File: src/rtl/dram_cmd_pkg.sv
// Shared types and default timing for the DRAM command issuer: FSM state encoding,
// command-type enum and a small helper for sizing the spacing counter.
package dram_cmd_pkg;

   localparam int DEF_T_CL   = 17;
   localparam int DEF_T_RCD  = 17;
   localparam int DEF_T_RP   = 17;
   localparam int DEF_T_RFC  = 347;
   localparam int DEF_T_REFI = 7800;
   localparam int DEF_ROW_W  = 16;
   localparam int DEF_COL_W  = 10;

   localparam logic [2:0] ST_IDLE_ENC     = 3'd0;
   localparam logic [2:0] ST_ACT_WAIT_ENC = 3'd1;
   localparam logic [2:0] ST_OPEN_ENC     = 3'd2;
   localparam logic [2:0] ST_CAS_WAIT_ENC = 3'd3;
   localparam logic [2:0] ST_PRE_WAIT_ENC = 3'd4;
   localparam logic [2:0] ST_REF_WAIT_ENC = 3'd5;

   typedef enum logic [2:0] {
      ST_IDLE     = ST_IDLE_ENC,
      ST_ACT_WAIT = ST_ACT_WAIT_ENC,
      ST_OPEN     = ST_OPEN_ENC,
      ST_CAS_WAIT = ST_CAS_WAIT_ENC,
      ST_PRE_WAIT = ST_PRE_WAIT_ENC,
      ST_REF_WAIT = ST_REF_WAIT_ENC
   } state_e;

   typedef enum logic [2:0] {
      CMD_NOP,
      CMD_ACT,
      CMD_RD,
      CMD_WR,
      CMD_RDA,
      CMD_WRA,
      CMD_PR,
      CMD_REF
   } cmd_e;

   function automatic int max2(input int a, input int b);
      return (a > b) ? a : b;
   endfunction

endpackage

File: src/rtl/dram_timing_counter.sv
// Loadable saturating down-counter; flag_o is high while the count equals FLAG_AT.
// Used for command spacing (flag at 0) and for the refresh interval (flag at 1).
module dram_timing_counter #(
   parameter int WIDTH   = 8,
   parameter int RST_VAL = 0,
   parameter int FLAG_AT = 0
) (
   input  logic             clk,
   input  logic             rst,
   input  logic             load_i,
   input  logic [WIDTH-1:0] load_val_i,
   output logic             flag_o
);

   logic [WIDTH-1:0] cnt_q, cnt_d;

   always_comb begin
      cnt_d = cnt_q;
      if (load_i) begin
         cnt_d = load_val_i;
      end else if (cnt_q != '0) begin
         cnt_d = cnt_q - WIDTH'(1);
      end
   end

   always_ff @(posedge clk) begin
      if (rst) begin
         cnt_q <= WIDTH'(RST_VAL);
      end else begin
         cnt_q <= cnt_d;
      end
   end

   assign flag_o = (cnt_q == WIDTH'(FLAG_AT));

endmodule

File: src/rtl/dram_cmd_issuer.sv
// Single-bank DRAM command issuer: open-page row tracking, tRCD/tCL/tRP/tRFC spacing, tREFI refresh.
// Define CLOSED_PAGE_EN to issue RDA/WRA with auto-precharge and return to IDLE after every access.
module dram_cmd_issuer
   import dram_cmd_pkg::*;
#(
   parameter int T_CL   = DEF_T_CL,
   parameter int T_RCD  = DEF_T_RCD,
   parameter int T_RP   = DEF_T_RP,
   parameter int T_RFC  = DEF_T_RFC,
   parameter int T_REFI = DEF_T_REFI,
   parameter int ROW_W  = DEF_ROW_W,
   parameter int COL_W  = DEF_COL_W
) (
   input  logic             clk,
   input  logic             rst,
   input  logic             req_valid,
   output logic             req_ready,
   input  logic             req_write,
   input  logic [ROW_W-1:0] req_row,
   input  logic [COL_W-1:0] req_col,
   output logic             cmd_act,
   output logic             cmd_rd,
   output logic             cmd_wr,
   output logic             cmd_rda,
   output logic             cmd_wra,
   output logic             cmd_pr,
   output logic             cmd_ref,
   output logic [ROW_W-1:0] cmd_row,
   output logic [COL_W-1:0] cmd_col,
   output logic             row_open,
   output logic [ROW_W-1:0] open_row,
   output logic [2:0]       state
);

`ifdef CLOSED_PAGE_EN
   localparam bit CLOSED_PAGE = 1'b1;
`else
   localparam bit CLOSED_PAGE = 1'b0;
`endif

   localparam int CNT_W  = $clog2(max2(max2(T_CL + T_RP, T_RCD), max2(T_RP, T_RFC)) + 1);
   localparam int REFI_W = $clog2(T_REFI + 1);

   localparam logic [CNT_W-1:0] ACT_LOAD = CNT_W'(T_RCD - 1);
   localparam logic [CNT_W-1:0] PR_LOAD  = CNT_W'(T_RP - 1);
   localparam logic [CNT_W-1:0] REF_LOAD = CNT_W'(T_RFC - 1);
   // With auto-precharge the CAS wait also covers the implicit precharge.
   localparam logic [CNT_W-1:0] CAS_LOAD = CLOSED_PAGE ? CNT_W'(T_CL + T_RP - 1) : CNT_W'(T_CL - 1);

   state_e           state_q, state_d;
   cmd_e             cmd_d;
   logic [ROW_W-1:0] cmd_row_q, cmd_row_d;
   logic [COL_W-1:0] cmd_col_q, cmd_col_d;
   logic             cmd_act_q, cmd_rd_q, cmd_wr_q, cmd_pr_q, cmd_ref_q;
`ifdef CLOSED_PAGE_EN
   logic             cmd_rda_q, cmd_wra_q;
`endif
   logic             row_open_q, row_open_d;
   logic [ROW_W-1:0] open_row_q, open_row_d;
   logic             req_ready_q, req_ready_d;
   logic             lat_valid_q, lat_valid_d;
   logic             lat_write_q, lat_write_d;
   logic [ROW_W-1:0] lat_row_q, lat_row_d;
   logic [COL_W-1:0] lat_col_q, lat_col_d;
   logic             ref_pending_q, ref_pending_d;
   logic             ref_clr;
   logic             refi_fire;
   logic             tmr_load;
   logic [CNT_W-1:0] tmr_val;
   logic             tmr_zero;
   logic             handshake;

   assign handshake = req_valid & req_ready_q;

   dram_timing_counter #(
      .WIDTH   (CNT_W),
      .RST_VAL (0),
      .FLAG_AT (0)
   ) u_cmd_tmr (
      .clk        (clk),
      .rst        (rst),
      .load_i     (tmr_load),
      .load_val_i (tmr_val),
      .flag_o     (tmr_zero)
   );

   dram_timing_counter #(
      .WIDTH   (REFI_W),
      .RST_VAL (T_REFI),
      .FLAG_AT (1)
   ) u_refi_tmr (
      .clk        (clk),
      .rst        (rst),
      .load_i     (refi_fire),
      .load_val_i (REFI_W'(T_REFI)),
      .flag_o     (refi_fire)
   );

   function automatic cmd_e cas_cmd(input logic wr);
      if (CLOSED_PAGE) begin
         return wr ? CMD_WRA : CMD_RDA;
      end
      return wr ? CMD_WR : CMD_RD;
   endfunction

   // NOTE: every variable gets a default before the case so no path can infer a latch.
   always_comb begin
      state_d     = state_q;
      cmd_d       = CMD_NOP;
      cmd_row_d   = '0;
      cmd_col_d   = '0;
      row_open_d  = row_open_q;
      open_row_d  = open_row_q;
      lat_valid_d = lat_valid_q;
      lat_write_d = lat_write_q;
      lat_row_d   = lat_row_q;
      lat_col_d   = lat_col_q;
      tmr_load    = 1'b0;
      tmr_val     = '0;
      ref_clr     = 1'b0;

      unique case (state_q)
         ST_IDLE: begin
            if (ref_pending_q) begin
               cmd_d    = CMD_REF;
               ref_clr  = 1'b1;
               tmr_load = 1'b1;
               tmr_val  = REF_LOAD;
               state_d  = ST_REF_WAIT;
            end else if (lat_valid_q || handshake) begin
               // A request parked behind a refresh is opened before new traffic is accepted.
               if (!lat_valid_q) begin
                  lat_valid_d = 1'b1;
                  lat_write_d = req_write;
                  lat_row_d   = req_row;
                  lat_col_d   = req_col;
               end
               cmd_d      = CMD_ACT;
               cmd_row_d  = lat_valid_q ? lat_row_q : req_row;
               row_open_d = 1'b1;
               open_row_d = cmd_row_d;
               tmr_load   = 1'b1;
               tmr_val    = ACT_LOAD;
               state_d    = ST_ACT_WAIT;
            end
         end
         ST_ACT_WAIT: begin
            if (tmr_zero) begin
               cmd_d       = cas_cmd(lat_write_q);
               cmd_col_d   = lat_col_q;
               lat_valid_d = 1'b0;
               if (CLOSED_PAGE) row_open_d = 1'b0;
               tmr_load    = 1'b1;
               tmr_val     = CAS_LOAD;
               state_d     = ST_CAS_WAIT;
            end
         end
         ST_OPEN: begin
            if (ref_pending_q) begin
               cmd_d      = CMD_PR;
               row_open_d = 1'b0;
               tmr_load   = 1'b1;
               tmr_val    = PR_LOAD;
               state_d    = ST_PRE_WAIT;
            end else if (handshake) begin
               if (req_row == open_row_q) begin
                  cmd_d     = cas_cmd(req_write);
                  cmd_col_d = req_col;
                  if (CLOSED_PAGE) row_open_d = 1'b0;
                  tmr_load  = 1'b1;
                  tmr_val   = CAS_LOAD;
                  state_d   = ST_CAS_WAIT;
               end else begin
                  lat_valid_d = 1'b1;
                  lat_write_d = req_write;
                  lat_row_d   = req_row;
                  lat_col_d   = req_col;
                  cmd_d       = CMD_PR;
                  row_open_d  = 1'b0;
                  tmr_load    = 1'b1;
                  tmr_val     = PR_LOAD;
                  state_d     = ST_PRE_WAIT;
               end
            end
         end
         ST_PRE_WAIT: begin
            if (tmr_zero) begin
               if (ref_pending_q) begin
                  cmd_d    = CMD_REF;
                  ref_clr  = 1'b1;
                  tmr_load = 1'b1;
                  tmr_val  = REF_LOAD;
                  state_d  = ST_REF_WAIT;
               end else if (lat_valid_q) begin
                  cmd_d      = CMD_ACT;
                  cmd_row_d  = lat_row_q;
                  row_open_d = 1'b1;
                  open_row_d = lat_row_q;
                  tmr_load   = 1'b1;
                  tmr_val    = ACT_LOAD;
                  state_d    = ST_ACT_WAIT;
               end else begin
                  state_d = ST_IDLE;
               end
            end
         end
         ST_CAS_WAIT: begin
            if (tmr_zero) state_d = CLOSED_PAGE ? ST_IDLE : ST_OPEN;
         end
         ST_REF_WAIT: begin
            if (tmr_zero) state_d = ST_IDLE;
         end
         default: begin
            state_d = ST_IDLE;
         end
      endcase

      // A fresh tREFI expiry wins over a clear issued in the same cycle.
      ref_pending_d = refi_fire | (ref_pending_q & ~ref_clr);
      req_ready_d   = ((state_d == ST_IDLE) || (state_d == ST_OPEN)) && !lat_valid_d && !ref_pending_d;
   end

   // NOTE: sequential state uses non-blocking assignments only, so every flop samples pre-edge values.
   always_ff @(posedge clk) begin
      if (rst) begin
         state_q       <= ST_IDLE;
         cmd_act_q     <= 1'b0;
         cmd_rd_q      <= 1'b0;
         cmd_wr_q      <= 1'b0;
         cmd_pr_q      <= 1'b0;
         cmd_ref_q     <= 1'b0;
`ifdef CLOSED_PAGE_EN
         cmd_rda_q     <= 1'b0;
         cmd_wra_q     <= 1'b0;
`endif
         cmd_row_q     <= '0;
         cmd_col_q     <= '0;
         row_open_q    <= 1'b0;
         open_row_q    <= '0;
         req_ready_q   <= 1'b0;
         lat_valid_q   <= 1'b0;
         lat_write_q   <= 1'b0;
         lat_row_q     <= '0;
         lat_col_q     <= '0;
         ref_pending_q <= 1'b0;
      end else begin
         state_q       <= state_d;
         cmd_act_q     <= (cmd_d == CMD_ACT);
         cmd_rd_q      <= (cmd_d == CMD_RD);
         cmd_wr_q      <= (cmd_d == CMD_WR);
         cmd_pr_q      <= (cmd_d == CMD_PR);
         cmd_ref_q     <= (cmd_d == CMD_REF);
`ifdef CLOSED_PAGE_EN
         cmd_rda_q     <= (cmd_d == CMD_RDA);
         cmd_wra_q     <= (cmd_d == CMD_WRA);
`endif
         cmd_row_q     <= cmd_row_d;
         cmd_col_q     <= cmd_col_d;
         row_open_q    <= row_open_d;
         open_row_q    <= open_row_d;
         req_ready_q   <= req_ready_d;
         lat_valid_q   <= lat_valid_d;
         lat_write_q   <= lat_write_d;
         lat_row_q     <= lat_row_d;
         lat_col_q     <= lat_col_d;
         ref_pending_q <= ref_pending_d;
      end
   end

   assign cmd_act   = cmd_act_q;
   assign cmd_rd    = cmd_rd_q;
   assign cmd_wr    = cmd_wr_q;
   assign cmd_pr    = cmd_pr_q;
   assign cmd_ref   = cmd_ref_q;
`ifdef CLOSED_PAGE_EN
   assign cmd_rda   = cmd_rda_q;
   assign cmd_wra   = cmd_wra_q;
`else
   assign cmd_rda   = 1'b0;
   assign cmd_wra   = 1'b0;
`endif
   assign cmd_row   = cmd_row_q;
   assign cmd_col   = cmd_col_q;
   assign row_open  = row_open_q;
   assign open_row  = open_row_q;
   assign req_ready = req_ready_q;
   assign state     = state_q;

endmodule

File: config.mk
export PLATFORM = sky130hd
export DESIGN_NAME = dram_cmd_issuer
export DESIGN_NICKNAME = d
export VERILOG_FILES = /design/src/rtl/dram_cmd_pkg.sv /design/src/rtl/dram_timing_counter.sv /design/src/rtl/dram_cmd_issuer.sv
export SDC_FILE = /design/constraint.sdc
export NUM_CORES = 1
export LEC_CHECK = 0
export BUFFER_PORTS_ARGS = -buffer_cell sky130_fd_sc_hd__buf_2
export CAP_MARGIN = 20
export CORE_ASPECT_RATIO = 1.2
export CORE_MARGIN = 4
export CORE_UTILIZATION = 40
export CTS_BUF_LIST = sky130_fd_sc_hd__clkbuf_2
export CTS_CLUSTER_DIAMETER = 50
export DETAILED_ROUTE_END_ITERATION = 10
export SLEW_MARGIN = 20
export SYNTH_ARGS = -nofsm -noshare
export SYNTH_HDL_FRONTEND = slang
export SYNTH_SLANG_ARGS = --single-unit
File: constraint.sdc
create_clock -name clk -period 1.8 [get_ports clk]
set_input_delay 0.27 -clock clk [delete_from_list [all_inputs] [get_ports clk]]
set_output_delay 0.27 -clock clk [all_outputs]
set_load 0.05 [all_outputs]
==> results.md <==
- Crit path from: open_row[7]
- CTS tree: done
- Clock root buffer: clkbuf_2
- # port buffers: 81
- Max cap viols: 0
- Routed WL per cell: 16.61 um
- Reg2reg start: open_row[7]
- First-pass GRT wire length: 20.71 mm
- Final Net Count: 711
- Post-synth EDFFs: 0
- Gr usage total: 0.1929
- Worst skew pair latency: 580 ps
- Tot Pwr: 10.31 mW
- Share of layout cells above drive strength 1: 0.5147
- CTS clk-pin slew, worst paths: 260 ps
- Crit path time final: 2004 ps
- Routability cong.: 0.9486
- Crit path required time: 2270 ps
- VDD IR-drop max: 676.5 uV
- Grt ovf: 0
- Total routed wirelength: 13.54 mm
- Worst slew pin tran: 539.8 ps
- Most frequent cell after synthesis: dfxtp_1
- Rows: 42
- Post-synthesis average cell area: 9.482 um2
- Vias in the first global route: 4,316
- FF+latch count, synth: 103
- Largest net degree at the start of global routing: 37
- Core Area: 0.01104 mm2
- Via count: 4,287
- Final hold vios: 0
- Worst Slack Setup Final: -204.4 ps
- TritonRoute pass-1 iters: 4
- Worst Setup EP: lat_row_q[0]
- Slew margin rel.: 0.6363
- Num Clock Sinks: 103
- DRC viols: 0
- Worst reg2reg path endpoint: lat_row_q[0]
- Cell taking the most area after synthesis: dfxtp_1
- Top_reg_cell synth: dfxtp_1
- Worst setup EP type: flop
- DR vias/cell: 5.260
- Top cell type's share of synthesized area: 0.4559
- Static leakage: 2.925 nW
- Num CTS Buffers: 9
- Asr flop ratio synth: 0
- Worst min-delay path category: input pin to flop
- R2R setup slack: -200 ps
- Post-Syn Instances: 477
- Placed Cells: 761
- Post-DRT Antenna Nets: 0
- Final Max Tran Viols: 0
- DR iter-0 viols: 300
- CTS Buffer Depth: 2
- Die height: 124.5 um
- Power per Cell Area: 1479 mW/mm2
- Initial antenna violation count: 1
- Die Wd: 105.1 um
- Outcome: finished, violations left
- Setup CP Type: flop to flop
- CP startpoint kind: flop
- Post-synthesis cell type count: 62
- Post-synth top cells: dfxtp_1, nor2_1, mux2i_1, nand2_1, xnor2_1
- Synth top area cells: dfxtp_1, mux2i_1, nor2_1, xnor2_1, a211oi_2
- Clock Skew: 29.87 ps
- Final setup fails: 79
- Synthesis warning total: 0
- Placement-stage cell area: 0.005804 mm2
- P&R area growth vs syn: 54.22%
- Sequential-to-total area share from yosys stat: 0.4559
- Maximum clock rate: 498.9 MHz
- # IOs: 84
- Period utilisation layout: 1.114
- FF-to-FF path depth: 8
- Utilization after layout: 0.6321
- CTS H-tree lvls: 3
- Fin area: 0.006975 mm2
- Final cell count without fillers: 815
- Final HPWL DP: 8.368 mm
- CP Max Fanout: 8
- Total die area: 0.01308 mm2
- CP arrival: 2480 ps
- Mapped Area: 0.004523 mm2
- Initial Util: 0.4099
- Unrepaired setup endpoints after global routing: yes
- Number of fill cells: 890
- Failing checks: setup timing
[metal layers]
layer  vias to the layer above  routed length, um  track usage
met5                         -                  0            0
met4                         0                214      0.08726
met2                        99               7107       0.3309
met1                      2091               5672       0.2291
li1                       2082                  -            -
met3                        15                541      0.04147
[layout make-up]
cell class                      count  area [um2]  area share
Inverter                            8       30.03    0.004305
Sequential cell                   103        2105      0.3017
Multi-Input combinational cell    340        2855      0.4093
Antenna cell                        1       2.502   0.0003587
Clock inverter                      7       87.58     0.01256
Timing Repair Buffer              215        1685      0.2416
Clock buffer                        9       45.04    0.006457
Tap cell                          132       165.2     0.02368
[registers in the layout, summed over array words and instances, names as in the netlist, 3 cells and up]
| register | count |
|---|---|
| lat_row_q | 16 |
| u_refi_tmr.cnt_q | 13 |
| cmd_row | 16 |
| open_row | 16 |
| state | 3 |
| lat_col_q | 10 |
| cmd_col | 10 |
| u_cmd_tmr.cnt_q | 9 |
[worst min path at each step]
stage	endpoint	start	slack, ps	depth (start not counted)
after CTS	lat_row_q[13]	req_row[13]	20	4
after detailed placement	lat_col_q[8]	lat_col_q[8]	490	2
after global placement	lat_col_q[8]	lat_col_q[8]	470	2
after global routing	open_row[10]	req_row[10]	20	3
final	lat_row_q[1]	req_row[1]	60	4
after floorplan	u_refi_tmr.cnt_q[10]	rst	370	2
[stage by stage]
step | setup WS [ps] | hold slack (ps) | TNS [ps]
final | -204.4 | 58.00 | -10400
after global routing | -300.9 | 16.13 | -17490
after CTS | -126.8 | 16.90 | -4919
after detailed placement | -296.7 | 486.7 | -13880
after global placement | -247.0 | 472.5 | -10420
after floorplan | -129.9 | 371.3 | -2648
[where the power goes]
part | internal [mW] | switching (mW)
combinational | 2.82 | 3.23
clock | 0.451 | 0.762
sequential | 2.74 | 0.317
[cell families after synthesis]
| family | after synthesis | share of synthesized area |
|---|---|---|
| AND/OR/NAND/NOR | 174 | 0.1848 |
| multiplexers | 43 | 0.09516 |
| adder cells (fa/ha/maj) | 4 | 0.01107 |
| flip-flops | 103 | 0.4559 |
| buffers and inverters | 35 | 0.04177 |
| AO/OA/AOI/OAI | 86 | 0.1505 |
| XOR/XNOR | 31 | 0.06003 |
| other | 1 | 0.0008291 |
[layout by cell type, fill, tap and decap left out, drive strengths merged, types with 14 or more instances in the layout]
master / netlist / layout
a211oi: 21 / 21
xnor2: 25 / 25
clkbuf: 12 / 14
mux2i: 43 / 43
buf: 15 / 194
nor2: 91 / 91
o22ai: 15 / 15
a21oi: 16 / 16
dfxtp: 103 / 103
nand2: 29 / 29
dlygate4sd3: 0 / 16
[critical path: stages (launching register included)]
cell       delay (ps)
dfxtp_2           390
xnor2_2           150
nand4_1           230
nor4_4            420
buf_4             180
o32ai_4           110
clkbuf_16         200
mux2i_1           170
nor2_1             50
[timing repair]
| action | in CTS | in global routing |
|---|---|---|
| hold endpoints to repair | 27 | 0 |
| pin swaps | 25 | 44 |
| buffers inserted | 10 | 6 |
| gates resized for setup | 55 | 76 |
| setup endpoints to repair | 81 | 84 |
| gates cloned | 1 | 5 |
| hold buffers | 16 | 0 |
No activity file was read; power rests on OpenSTA's default activity.
